### config.mk
export PLATFORM = sky130hd
export DESIGN_NAME = alu_issue_ctrl
export DESIGN_NICKNAME = d
export VERILOG_FILES = /design/src/rtl/alu_issue_ctrl.sv
export SDC_FILE = /design/constraint.sdc
export NUM_CORES = 1
export LEC_CHECK = 0
export CAP_MARGIN = 30
export CORE_AREA = 2 2 119 109
export CTS_CLUSTER_SIZE = 24
export DETAILED_ROUTE_END_ITERATION = 10
export DIE_AREA = 0 0 121 111
export PLACE_DENSITY_LB_ADDON = 0.2
export SYNTH_ARGS = -nofsm -noshare
export SYNTH_HDL_FRONTEND = slang
export SYNTH_SLANG_ARGS = --single-unit
### constraint.sdc
create_clock -name clk -period 2 [get_ports clk]
set_clock_uncertainty 0.05 [all_clocks]
set_input_delay 0.4 -clock clk [delete_from_list [all_inputs] [get_ports clk]]
set_output_delay 0.4 -clock clk [all_outputs]
set_load 0.05 [all_outputs]
### src/rtl/alu_issue_ctrl.sv
// RV32I ALU issue front end: decodes instructions into the ALU control word,
// selects operands, and captures ALU results through a two-stage pipeline.
module alu_issue_ctrl #(
  parameter int XLEN        = 32,
  parameter bit SUPPRESS_X0 = 1'b1
) (
  input  logic            clk,
  input  logic            reset,
  input  logic            in_valid,
  output logic            in_ready,
  input  logic [31:0]     in_instr,
  input  logic [XLEN-1:0] in_rs1,
  input  logic [XLEN-1:0] in_rs2,
  output logic [6:0]      ins,
  output logic [XLEN-1:0] SrcAE,
  output logic [XLEN-1:0] SrcBE,
  input  logic [XLEN-1:0] ALUResult,
  input  logic            Zero,
  input  logic            Sign,
  output logic            res_valid,
  input  logic            res_ready,
  output logic [XLEN-1:0] res_data,
  output logic            res_zero,
  output logic            res_sign,
  output logic [4:0]      res_rd,
  output logic            res_we,
  output logic            res_illegal
);

  localparam logic [6:0] OP_R   = 7'b0110011;
  localparam logic [6:0] OP_I   = 7'b0010011;
  localparam logic [6:0] OP_LD  = 7'b0000011;
  localparam logic [6:0] OP_ST  = 7'b0100011;
  localparam logic [6:0] OP_BR  = 7'b1100011;
  localparam logic [6:0] OP_LUI = 7'b0110111;

  logic [6:0]      opc;
  logic [2:0]      f3;
  logic            f7b5;
  logic            opb5;
  logic [4:0]      rd;
  logic [XLEN-1:0] i_imm;
  logic [XLEN-1:0] s_imm;
  logic [XLEN-1:0] u_imm;
  logic [XLEN-1:0] sh_imm;

  assign opc    = in_instr[6:0];
  assign f3     = in_instr[14:12];
  assign f7b5   = in_instr[30];
  assign opb5   = in_instr[5];
  assign rd     = in_instr[11:7];
  assign i_imm  = {{20{in_instr[31]}}, in_instr[31:20]};
  assign s_imm  = {{20{in_instr[31]}}, in_instr[31:25], in_instr[11:7]};
  assign u_imm  = {in_instr[31:12], 12'b0};
  assign sh_imm = {27'b0, in_instr[24:20]};

  logic [6:0]      d_ins;
  logic [XLEN-1:0] d_a;
  logic [XLEN-1:0] d_b;
  logic            d_we;
  logic            d_ill;

  always_comb begin
    d_ins = '0;
    d_a   = '0;
    d_b   = '0;
    d_we  = 1'b0;
    d_ill = 1'b0;
    unique case (1'b1)
      (opc == OP_R): begin
        d_ins = {opb5, f7b5, f3, 2'b10};
        d_a   = in_rs1;
        d_b   = in_rs2;
        d_we  = 1'b1;
      end
      (opc == OP_I): begin
        d_a  = in_rs1;
        d_we = 1'b1;
        if (f3 == 3'b001 || f3 == 3'b101) begin
          d_ins = {opb5, f7b5, f3, 2'b10};
          d_b   = sh_imm;
        end else begin
          d_ins = {opb5, 1'b0, f3, 2'b10};
          d_b   = i_imm;
        end
      end
      (opc == OP_LD): begin
        d_ins = {opb5, 6'b0};
        d_a   = in_rs1;
        d_b   = i_imm;
        d_we  = 1'b1;
      end
      (opc == OP_ST): begin
        d_ins = {opb5, 6'b0};
        d_a   = in_rs1;
        d_b   = s_imm;
      end
      (opc == OP_BR): begin
        d_ins = {opb5, f7b5, f3, 2'b01};
        d_a   = in_rs1;
        d_b   = in_rs2;
      end
      (opc == OP_LUI): begin
        d_ins = {opb5, f7b5, f3, 2'b00};
        d_b   = u_imm;
        d_we  = 1'b1;
      end
      default: d_ill = 1'b1;
    endcase
    if (SUPPRESS_X0 && rd == 5'd0) d_we = 1'b0;
  end

  logic       s1_valid;
  logic [4:0] s1_rd;
  logic       s1_we;
  logic       s1_ill;
  logic       s2_load;
  logic       accept;

  assign s2_load  = s1_valid & (~res_valid | res_ready);
  assign in_ready = ~reset & (~s1_valid | s2_load);
  assign accept   = in_valid & in_ready;

  always_ff @(posedge clk) begin
    if (reset) begin
      s1_valid <= 1'b0;
      ins      <= '0;
      SrcAE    <= '0;
      SrcBE    <= '0;
      s1_rd    <= '0;
      s1_we    <= 1'b0;
      s1_ill   <= 1'b0;
    end else begin
      s1_valid <= accept | (s1_valid & ~s2_load);
      if (accept) begin
        ins    <= d_ins;
        SrcAE  <= d_a;
        SrcBE  <= d_b;
        s1_rd  <= rd;
        s1_we  <= d_we;
        s1_ill <= d_ill;
      end
    end
  end

  // ALU output is combinational from S1, so it is captured on the S1->S2 move
  always_ff @(posedge clk) begin
    if (reset) begin
      res_valid   <= 1'b0;
      res_data    <= '0;
      res_zero    <= 1'b0;
      res_sign    <= 1'b0;
      res_rd      <= '0;
      res_we      <= 1'b0;
      res_illegal <= 1'b0;
    end else begin
      res_valid <= s2_load | (res_valid & ~res_ready);
      if (s2_load) begin
        res_data    <= ALUResult;
        res_zero    <= Zero;
        res_sign    <= Sign;
        res_rd      <= s1_rd;
        res_we      <= s1_we;
        res_illegal <= s1_ill;
      end
    end
  end

endmodule

# Word level (Yosys, flattened, before mapping)
# Index checks and enable logic that the tools add are counted.
# totals
reg_bits	121
inputBits	134
out_inout_bits	114
word_cells	51
# classes
n_eq_ne	8
mux	8
n_bitwise	14
reduce_logical	7
# op_table
operator	count
$pmux 32 s5	1
$mux 32	2
$pmux 7 s5	1
$eq 7x6->1 const B	3
$eq 7x2->1 const B	1
$eq 7x5->1 const B	1
$eq 7x7->1 const B	1
$mux 6	1
$reduce_or 6->1	1
$and 1x1->1	5
$logic_not 5->1	1
$not 1->1	5
$reduce_or 5->1	1
$or 1x1->1	4
$reduce_or 2->1	2
$reduce_or 4->1	1
$eq 3x1->1 const B	1
$eq 3x3->1 const B	1
$mux 1	3
$logic_or 1x1->1	1

# Logic depth before layout (Yosys ltp)
# logic_depth
depth_word	7
ltp_mapped	8
ltp_nobuf	5

# Least setup slack after synthesis
# OpenSTA, ideal clock, no wires.
# synth_path
path_kind	input to output
start	in reset
end	out in_ready
t_arrival_ns	1.592
required_ns	1.550
slack_ns	-0.042
stages	4
path_buffers	3
cell_sequence	buf_2 > buf_1 > clkbuf_1 > nor2_1
# synth_via
elab_chain_cells	2
# synth_lines
item	line_no	source
start, declared	8	input logic reset,
$not 1->1	121	assign in_ready = ~reset & (~s1_valid | s2_load);
$and 1x1->1	121	
end, declared	10	output logic in_ready,
# Every way passes these cells.

# Final worst setup path
# layout_path
start	in res_ready
end	out in_ready
# layout_via
elab_chain_cells	4
# layout_lines
item	line_no	source
start, declared	21	input logic res_ready,
$or 1x1->1	120	assign s2_load = s1_valid & (~res_valid | res_ready);
$and 1x1->1	120	
$or 1x1->1	121	
$and 1x1->1	121	
# Every way passes these cells.

==> results by group <==
Run status
  – Status: complete, no violations

CTS
  – CTS tree: yes
  – Hold_buf cts: 0
  – Setup bufs post-CTS: 0
  – CTS Buffer Depth: 2
  – Num CTS Buffers: 17
  – CTS Root Cell: clkbuf_16
  – Clock-pin slew on the worst setup and hold paths: 0.05 ns
  – CTS H-tree lvls: 4
  – Clock sink count: 121
  – Worst-Skew Late Latency: just over 0.4 ns

Pwr
  – Leak: 3.53 nW
  – Net Sw Power: 0.00161 W
  – Pint: 0.00462 W
  – VDD IR max: between 0.0005 and 0.0006 V
  – Comb pwr share: 0.138
  – Clock share of power: 0.462
  – Overall power: 0.00624 W
  – Switching share of power: 0.259
  – Power Dens Cells: 776 mW/mm^2
  – Reg power frac: 0.400

STA
  – Worst slew pin tran: 0.530 ns
  – Relative slew slack: 0.647
  – Max Freq: 514 MHz
  – Tmin final: 1.95 ns
  – Hold WS: 0.271 ns
  – Sum Neg Setup Slack: 0 ns
  – Setup-failing EPs final: 0
  – Tcrit/Tclk final: 0.973
  – RSZ-0062 raised after global routing: no
  – Final hold violations: 0
  – Final max-slew violation count: 0
  – Final worst setup slack: 0.0536 ns

Critical path
  – Crit-path max cell delay: 0.50 ns
  – CP max stage cell: clkdlybuf4s50_1
  – Worst setup path category: in -> out
  – Required time worst endpoint: 1.55 ns
  – Crit path buffers/inverters: 3
  – CP Cell Sequence: clkdlybuf4s50_1 > and3b_4 > buf_4 > nor2_4 > buf_12
  – CP Capture Type: output pin
  – Cell family with most CP delay: buffers and inverters
  – Startpoint types: input port
  – Crit path max fanout: 3
  – Data arrival, critical path: 1.50 ns

Detailed routing
  – Via density per instance: between 5 and 6
  – DRT iter0 DRCs: 347
  – 1st-pass router iterations: 4
  – Antenna Nets Post-Route: 0
  – Drt drc: 0
  – Routed wire per std cell: 15.9 um
  – Vias: 4886
  – Final wirelength: ~16000 um

Logic synthesis
  – Synth warnings: 0
  – Count of different cell masters after synthesis: 38
  – Post-Synthesis Cells: 540
  – Top cell type's share of synthesized area: 0.508
  – Syn avg cell area: 8.83 um^2
  – Synthesized area: 0.00477 mm^2
  – Area leader, netlist: dfxtp_1
  – EDFF count, synth: 0
  – Synthesized flop and latch total: 121
  – Asr flop ratio synth: 0
  – Post-Syn Nets: about 670
  – Sequential-to-total area share from yosys stat: 0.508
  – Main area contributors after synthesis: dfxtp_1 51%, nand2_1 9.9%, a22o_1 9.6%
  – Most common flop cell mapped by yosys: dfxtp_1

Global route
  – First-pass GRT wire length: 24600 um
  – Largest net degree at the start of global routing: 54
  – Total GRT Usage: 0.233
  – Initial antenna violation count: 0
  – Vias in the first global route: a little over 5000
  – Total gr overflow: 0

Place
  – Dpl hpwl: 11400 um
  – Place WS: -0.193 ns
  – Buffers added on ports: 247
  – Gpl congestion: about 0.88

Die
  – Top-level I/O count: 248
  – Placement row count: 39
  – Die Width: 121 um
  – DIE AREA: 0.0134 mm^2
  – Starting Density: 0.386
  – Core Box Area: 0.0123 mm^2
  – Die Ht: 111 um

Layout
  – Layout cells sized above 1: 0.133
  – Nets: 932
  – ANT cells: 0
  – Finished Core Util: 0.651
  – Synth-to-Final Area Change: 68.6%

Flow run
  – Max Cap Viol: 0

Worst hold path
  – Worst hold path class: in -> reg
==> power by group through the flow <==
stage | Clock [W] | Sequential (W) | Combinational, W
finish | 0.00288 | 0.00249 | 0.000859
global route | 0.00304 | 0.00250 | 0.000912
CTS | 0.00293 | 0.00249 | 0.000858
detailed placement | 0 | 0.00255 | 0.000879
global placement | 0 | 0.00254 | 0.000866
floorplan | 0 | 0.00269 | 0.000249
==> repair_timing <==
action | in CTS | in global routing
endpoints found under the hold margin | 0 | 0
endpoints found under the setup margin | 91 | 4
resized for setup | 91 | 4
==> path summary, 6_finish.rpt <==
check,startpoint,endpoint,slack [ns],depth (start not counted)
worst min register to register,s1_ill$_SDFFE_PP0P_,s1_ill$_SDFFE_PP0P_,0.39,2
worst max register to register,s1_valid$_SDFF_PP0_,SrcBE[4]$_SDFFE_PP0P_,0.43,6
worst max-delay path,res_ready,in_ready,0.05,5
worst min-delay path,reset,s1_valid$_SDFF_PP0_,0.27,2
==> stage by stage <==
step	instance area [um^2]	instances
floorplan	4770	540
global placement	7570	943
detailed placement	7570	943
CTS	8030	975
global route	8040	975
finish	8040	975
==> final cells by class <==
type / count / area [um^2]
Tap cell: 164 / 205
Sequential cell: 121 / 2420
Multi-Input combinational cell: 369 / 2120
Clock inverter: 14 / 126
Fill cell: 1030 / 4310
Timing Repair Buffer: 285 / 2710
Inverter: 4 / 15.0
Clock buffer: 18 / 439
==> metal layers <==
metal  vias to the layer above  wire length [um]  track usage
met5                         -                 0            0
met4                         0               388       0.0992
met3                        30              1050       0.0725
met2                       190              7570        0.389
met1                      2251              6540        0.273
li1                       2415                 -            -
==> registers in the layout, indices dropped and copies added, names as in the netlist <==
signal,count
SrcAE,32
s1_ill,1
res_valid,1
res_rd,5
res_we,1
ins,7
res_sign,1
s1_rd,5
SrcBE,32
s1_valid,1
res_illegal,1
res_data,32
s1_we,1
res_zero,1
==> synthesized netlist by cell type (7+ instances only) <==
cell / instances
a22o_1: 52
o21ai_1: 21
buf_2: 9
clkbuf_1: 26
a21oi_1: 71
nand3b_1: 11
a32o_1: 7
dfxtp_1: 121
nor2_1: 18
a22oi_1: 11
nand2_1: 126
o21ai_0: 8
==> cell families after synthesis <==
| logic type | count (synthesis) | share of synthesized area |
|---|---|---|
| compound gates | 186 | 0.261 |
| mux | 5 | 0.0105 |
| xor+xnor | 1 | 0.00184 |
| flops | 121 | 0.508 |
| buf+inv | 50 | 0.0512 |
| simple gates | 177 | 0.168 |
==> cell usage in the layout, fill, tap and decap left out, types with 8 or more instances in the layout <==
cell / n
dfxtp_1: 121
clkdlybuf4s50_1: 132
o21ai_0: 8
a22oi_1: 11
clkbuf_16: 17
o21ai_1: 21
buf_12: 9
nor2_1: 17
nand3b_1: 11
dlygate4sd2_1: 91
nand2_1: 126
buf_4: 49
a22o_1: 52
a21oi_1: 70
(Power assumes the default switching activity.)
==> variant 1: new RTL, config.mk and constraints unchanged <==
Make the reset (`reset`) asynchronous in 2 clocked blocks.
--- a/src/rtl/alu_issue_ctrl.sv
+++ b/src/rtl/alu_issue_ctrl.sv
@@ -122,5 +122,5 @@
   assign accept   = in_valid & in_ready;
 
-  always_ff @(posedge clk) begin
+  always_ff @(posedge clk or posedge reset) begin
     if (reset) begin
       s1_valid <= 1'b0;
@@ -145,5 +145,5 @@
 
   // ALU output is combinational from S1, so it is captured on the S1->S2 move
-  always_ff @(posedge clk) begin
+  always_ff @(posedge clk or posedge reset) begin
     if (reset) begin
       res_valid   <= 1'b0;
Behaviour: differs if reset is asserted again (counterexample within 4 cycles, from zero or initial values and one cycle with reset high); with reset held inactive, the same outputs for 4 cycles.
==> variant 1 against the unedited design <==
- critical path type unchanged
- area after synthesis increased by 8.0%
- routed wire length fell by 3.1%
- sequential cell count stayed put
- highest routed layer unchanged
- via count fell by 8.1%
- register-to-register slack worse by 80 ps
- cell area up 6.9%
- setup slack worse by 29 ps
- fmax decreased by 1.5%
Power is not compared: it rests on default switching activity, and its combinational part moved more than twofold at a synthesized area within 25%.
==> variant 1: results (changes against the unedited design) <==
stage;metric;value;unit;change
outcome;status;complete, no violations;;
placed_design;place_area;8114;µm²;+7.1%
clock_tree;cts_setup_buffers;0;;unchanged
hold_path;hp-start;ins[0];;
grt;use_met1;29.75;%;+2.5 points
layout;final_layout_size_suffix_gt1_share;21.40;%;+8.1 points
logic_synthesis;ys_top_cells_by_area;dfrtp_1, mux2_2, a22o_1;;
clock_tree;cts_root_buf;clkbuf_16;;
timing;fin_tns_setup;0;ps;unchanged
route;initialDrtViolationCount;299;;-14%
pwr;vdd_drop_max;0.0005709;V;
grt;grt_pass1_vias;4571;;-9.5%
layout;final_cells;851;;-13%
pwr;sequentialPower;0.00283;W;
critical_path;reg2reg_slack;350;ps;-80 ps
route;wirelength;15070;µm;-3.1%
placed_design;io_buffers;247;;unchanged
critical_path;r2r-start;res_valid;;
grt;gr-usage-met2;35.73;%;-3.2 points
grt;track_usage;22.47;%;-0.78 points
clock_tree;clock_latency;400;ps;
timing;worst_hold_slack;424.0;ps;+153.4 ps
grt;antenna_found_initial;0;;unchanged
logic_synthesis;synth_common_cells;dfrtp_1, a22o_1, mux2_2, o21ai_0, a32oi_1;;
clock_tree;numCtsBuffers;17;;unchanged
layout;nNetsFinal;809;;-13%
grt;met3_usage;5.658;%;-1.6 points
logic_synthesis;async_flop_share;100.0;%;+100 points
placed_design;post-place-ws;-213.1;ps;-20.55 ps
pwr;p_switching;0.002439;W;
route;vias_per_cell;5.278;;+5.3%
timing;maxSlewHeadroom;48.92;%;-16 points
grt;grt_max_degree;53;;-1.9%
critical_path;crit_arrival;1530;ps;+30 ps
pwr;leakagePower;4.053;nW;
placed_design;placed_cells;820;;-13%
logic_synthesis;synth_fp_nets;531;;-21%
logic_synthesis;syn_avg_cell_area;12.97;µm²;+47%
critical_path;r2r_cells;4;;-2
placed_design;hpwl;11330;µm;-0.55%
layout;fill_cells;946;;-8.2%
hold_path;min_to;ins[0];;
critical_path;worst_path_largest_cell_delay;560;ps;+60 ps
placed_design;globalplace.congestion;0.8979;;+2.3%
logic_synthesis;seq_area_frac_synth;58.82;%;+8.0 points
hold_path;hp-class;reg2reg;;
grt;grt_pass1_wl;23450;µm;-4.8%
critical_path;crit_fanout;4;;+1
critical_path;r2r_end;SrcBE[9];;
[variant 1: cell count changes after synthesis, sizes merged, moves of 25 or more]
cell   unedited run  this run
a32oi             0        25
mux2              0        45
dfrtp             0       121
dfxtp           121         0
a21oi            76         2
nand2           126        22
[variant 1: critical path, delay by kind of cell]
kind | cells | cell delay, ps
buf+inv | 3 | 910
simple gates | 1 | 210
[variant 1: layer usage]
metal,wire (µm),share of wire [%]
met5,0,0
met4,281,1.9
met3,1103,7.3
met2,7234,48
met1,6454,43
[variant 1: cell families after synthesis]
kind of cell,count (synthesis),share of synthesized area (%)
xor gates and xnor gates,1,0.3161
buffers and inverters,37,3.695
AOI/OAI and AO/OA,144,21.88
DFF,121,58.82
muxes,45,9.845
and+or+nand+nor,49,5.445
[variant 1: repair_timing]
action / 4_1_cts / 5_1_grt
endpoints found under the setup margin: 97 / 0
endpoints found under the hold margin: 0 / 0
hold buffers: 0 / 0
resized for setup: 97 / 0
[variant 1: final cells by class]
type                    instances  area, µm²  share of cell area [%]
inverters                       3      15.01                  0.1747
clock buffers                  22      454.2                   5.285
flip-flops and latches        121       3028                   35.23
clock inverters                 9      147.6                   1.718
repair buffers                293       2791                   32.48
multi-input cells             239       1953                   22.73
well taps                     164      205.2                   2.388
[variant 1: how the worst max path moves through the flow]
| stage | slack, ps | cells after the start | end | startpoint |
|---|---|---|---|---|
| after floorplan | -1520 | 4 | s1_rd[0] | reset |
| after global placement | -150 | 5 | SrcBE[9] | in_instr[4] |
| after detailed placement | -210 | 5 | SrcBE[31] | in_instr[4] |
| after CTS | 30 | 4 | in_ready | reset |
| after global routing | 2 | 4 | in_ready | reset |
| final | 20 | 4 | in_ready | reset |
==> variant 2: new RTL, config.mk and constraints unchanged <==
Made on the original files. Change the parameter `SUPPRESS_X0` from 1'b1 to 1'b0.
--- a/src/rtl/alu_issue_ctrl.sv
+++ b/src/rtl/alu_issue_ctrl.sv
@@ -3,5 +3,5 @@
 module alu_issue_ctrl #(
   parameter int XLEN        = 32,
-  parameter bit SUPPRESS_X0 = 1'b1
+  parameter bit SUPPRESS_X0 = 1'b0
 ) (
   input  logic            clk,
Function: changed (a bounded check fails within 4 cycles, from zero or initial values and one cycle with reset high).
==> variant 2 against the unedited design <==
- count of clock-buffer cells in the layout is 5 higher
- cell area barely moved
- area after synthesis rose by 0.58%
- setup slack improved by 41 ps
- global-route usage increased by 0.092 points
- routed wire length down 1.7%
- largest power group unchanged
- clock power fell by 1%
- critical path depth down 1
- final cell count fell by 1.5%
- total power about the same
- sequential cell count did not move
==> variant 2: results (changes against the unedited design) <==
stage;metric;value;unit;change
logic_synthesis;synth_fp_nets;662;;-1.8%
layout;fill_cells;1038;;+0.78%
logic_synthesis;synth_common_cells;nand2_1, dfxtp_1, a21oi_1, a22o_1, clkbuf_1;;
logic_synthesis;ys_top_cells_by_area;dfxtp_1, nand2_1, a22o_1;;
grt;met3_usage;8.436;%;+1.2 points
layout;buf_share;33.52;%;-0.19 points
layout;nClkBuffers;23;;+5
grt;grt_pass1_vias;5039;;-0.24%
route;first_pass_iters;5;;+1
layout;clk_share;6.949;%;-0.087 points
logic_synthesis;seq_area_frac_synth;50.52;%;-0.29 points
route;vias_per_cell;5.105;;+1.9%
clock_tree;cts_repair_resize_count;81;;-11%
pwr;leakagePower;3.602;nW;+2.0%
grt;grt_pass1_wl;25010;µm;+1.6%
grt;gr-usage-met2;36.44;%;-2.5 points
pwr;vdd_drop_max;0.0005424;V;-7.0%
outcome;status;complete, no violations;;
logic_synthesis;ys_types;43;;+13%
route;routed-wl-met2;7134;µm;-5.8%
route;wl_per_cell;15.92;µm;-0.16%
route;met1_length;6427;µm;-1.7%
critical_path;reg2reg_slack;520;ps;+90 ps
layout;num-nonclk-buffers;284;;-0.35%
grt;track_usage;23.34;%;+0.092 points
pwr;swShare;24.26;%;-1.6 points
grt;use_met1;29.14;%;+1.9 points
critical_path;r2r_end;SrcBE[9];;
layout;num-multi-input-gates;357;;-3.3%
grt;grt_max_degree;46;;-15%
placed_design;place_area;7559;µm²;-0.20%
critical_path;crit_arrival;1450;ps;-50 ps
timing;worst_pin_slew;711.8;ps;+182.1 ps
placed_design;hpwl;11320;µm;-0.66%
placed_design;globalplace.congestion;0.7991;;-9.0%
route;initialDrtViolationCount;305;;-12%
route;met3_length;1366;µm;+30%
[variant 2: cell count changes after synthesis, sizes merged, moves of 2 or more]
cell | unedited run | this run
nor2 | 18 | 27
clkbuf | 26 | 32
nand3 | 6 | 0
and3 | 3 | 5
buf | 20 | 15
o211ai | 0 | 6
a32o | 7 | 5
o21ai | 30 | 8
a2bb2oi | 0 | 21
nand2b | 2 | 5
a32oi | 0 | 21
a21oi | 76 | 47
a22o | 52 | 36
a22oi | 11 | 4
[variant 2: power groups by stage]
stage               clock network (W)  logic [W]  registers [W]
finish                        0.00284   0.000894        0.00250
global route                  0.00300   0.000956        0.00251
floorplan                           0   0.000264        0.00272
global placement                    0   0.000908        0.00255
CTS                           0.00289   0.000898        0.00250
detailed placement                  0   0.000921        0.00255
[variant 2: worst max path at each step]
stage                 to
2_1_floorplan   in_ready
3_3_place_gp   SrcBE[25]
3_5_place_dp   SrcBE[24]
4_1_cts        SrcAE[29]
5_1_grt        SrcBE[15]
6_report        in_ready
[variant 2: through the flow]
stage | hold WS, ps | setup TNS [ps] | setup WS, ps | instances | total power, W
finish | 248.0 | 0 | 95.10 | 960 | 0.006233
global route | 251.2 | 0 | 8.790 | 960 | 0.006463
CTS | 239.1 | 0 | 0.3573 | 960 | 0.006296
detailed placement | 394.4 | -13410 | -271.5 | 929 | 0.003475
global placement | 389.9 | -7530 | -159.0 | 929 | 0.003459
floorplan | 382.0 | 0 | 102.9 | 528 | 0.002980
[variant 2: logic make-up after synthesis]
family                 count (synthesis)  share of synthesized area [%]
AO/OA/AOI/OAI                        160                          25.21
XOR/XNOR                               2                         0.3654
buffers and inverters                 50                          4.958
flip-flops                           121                          50.52
multiplexers                           6                          1.253
AND/OR/NAND/NOR                      189                          17.69
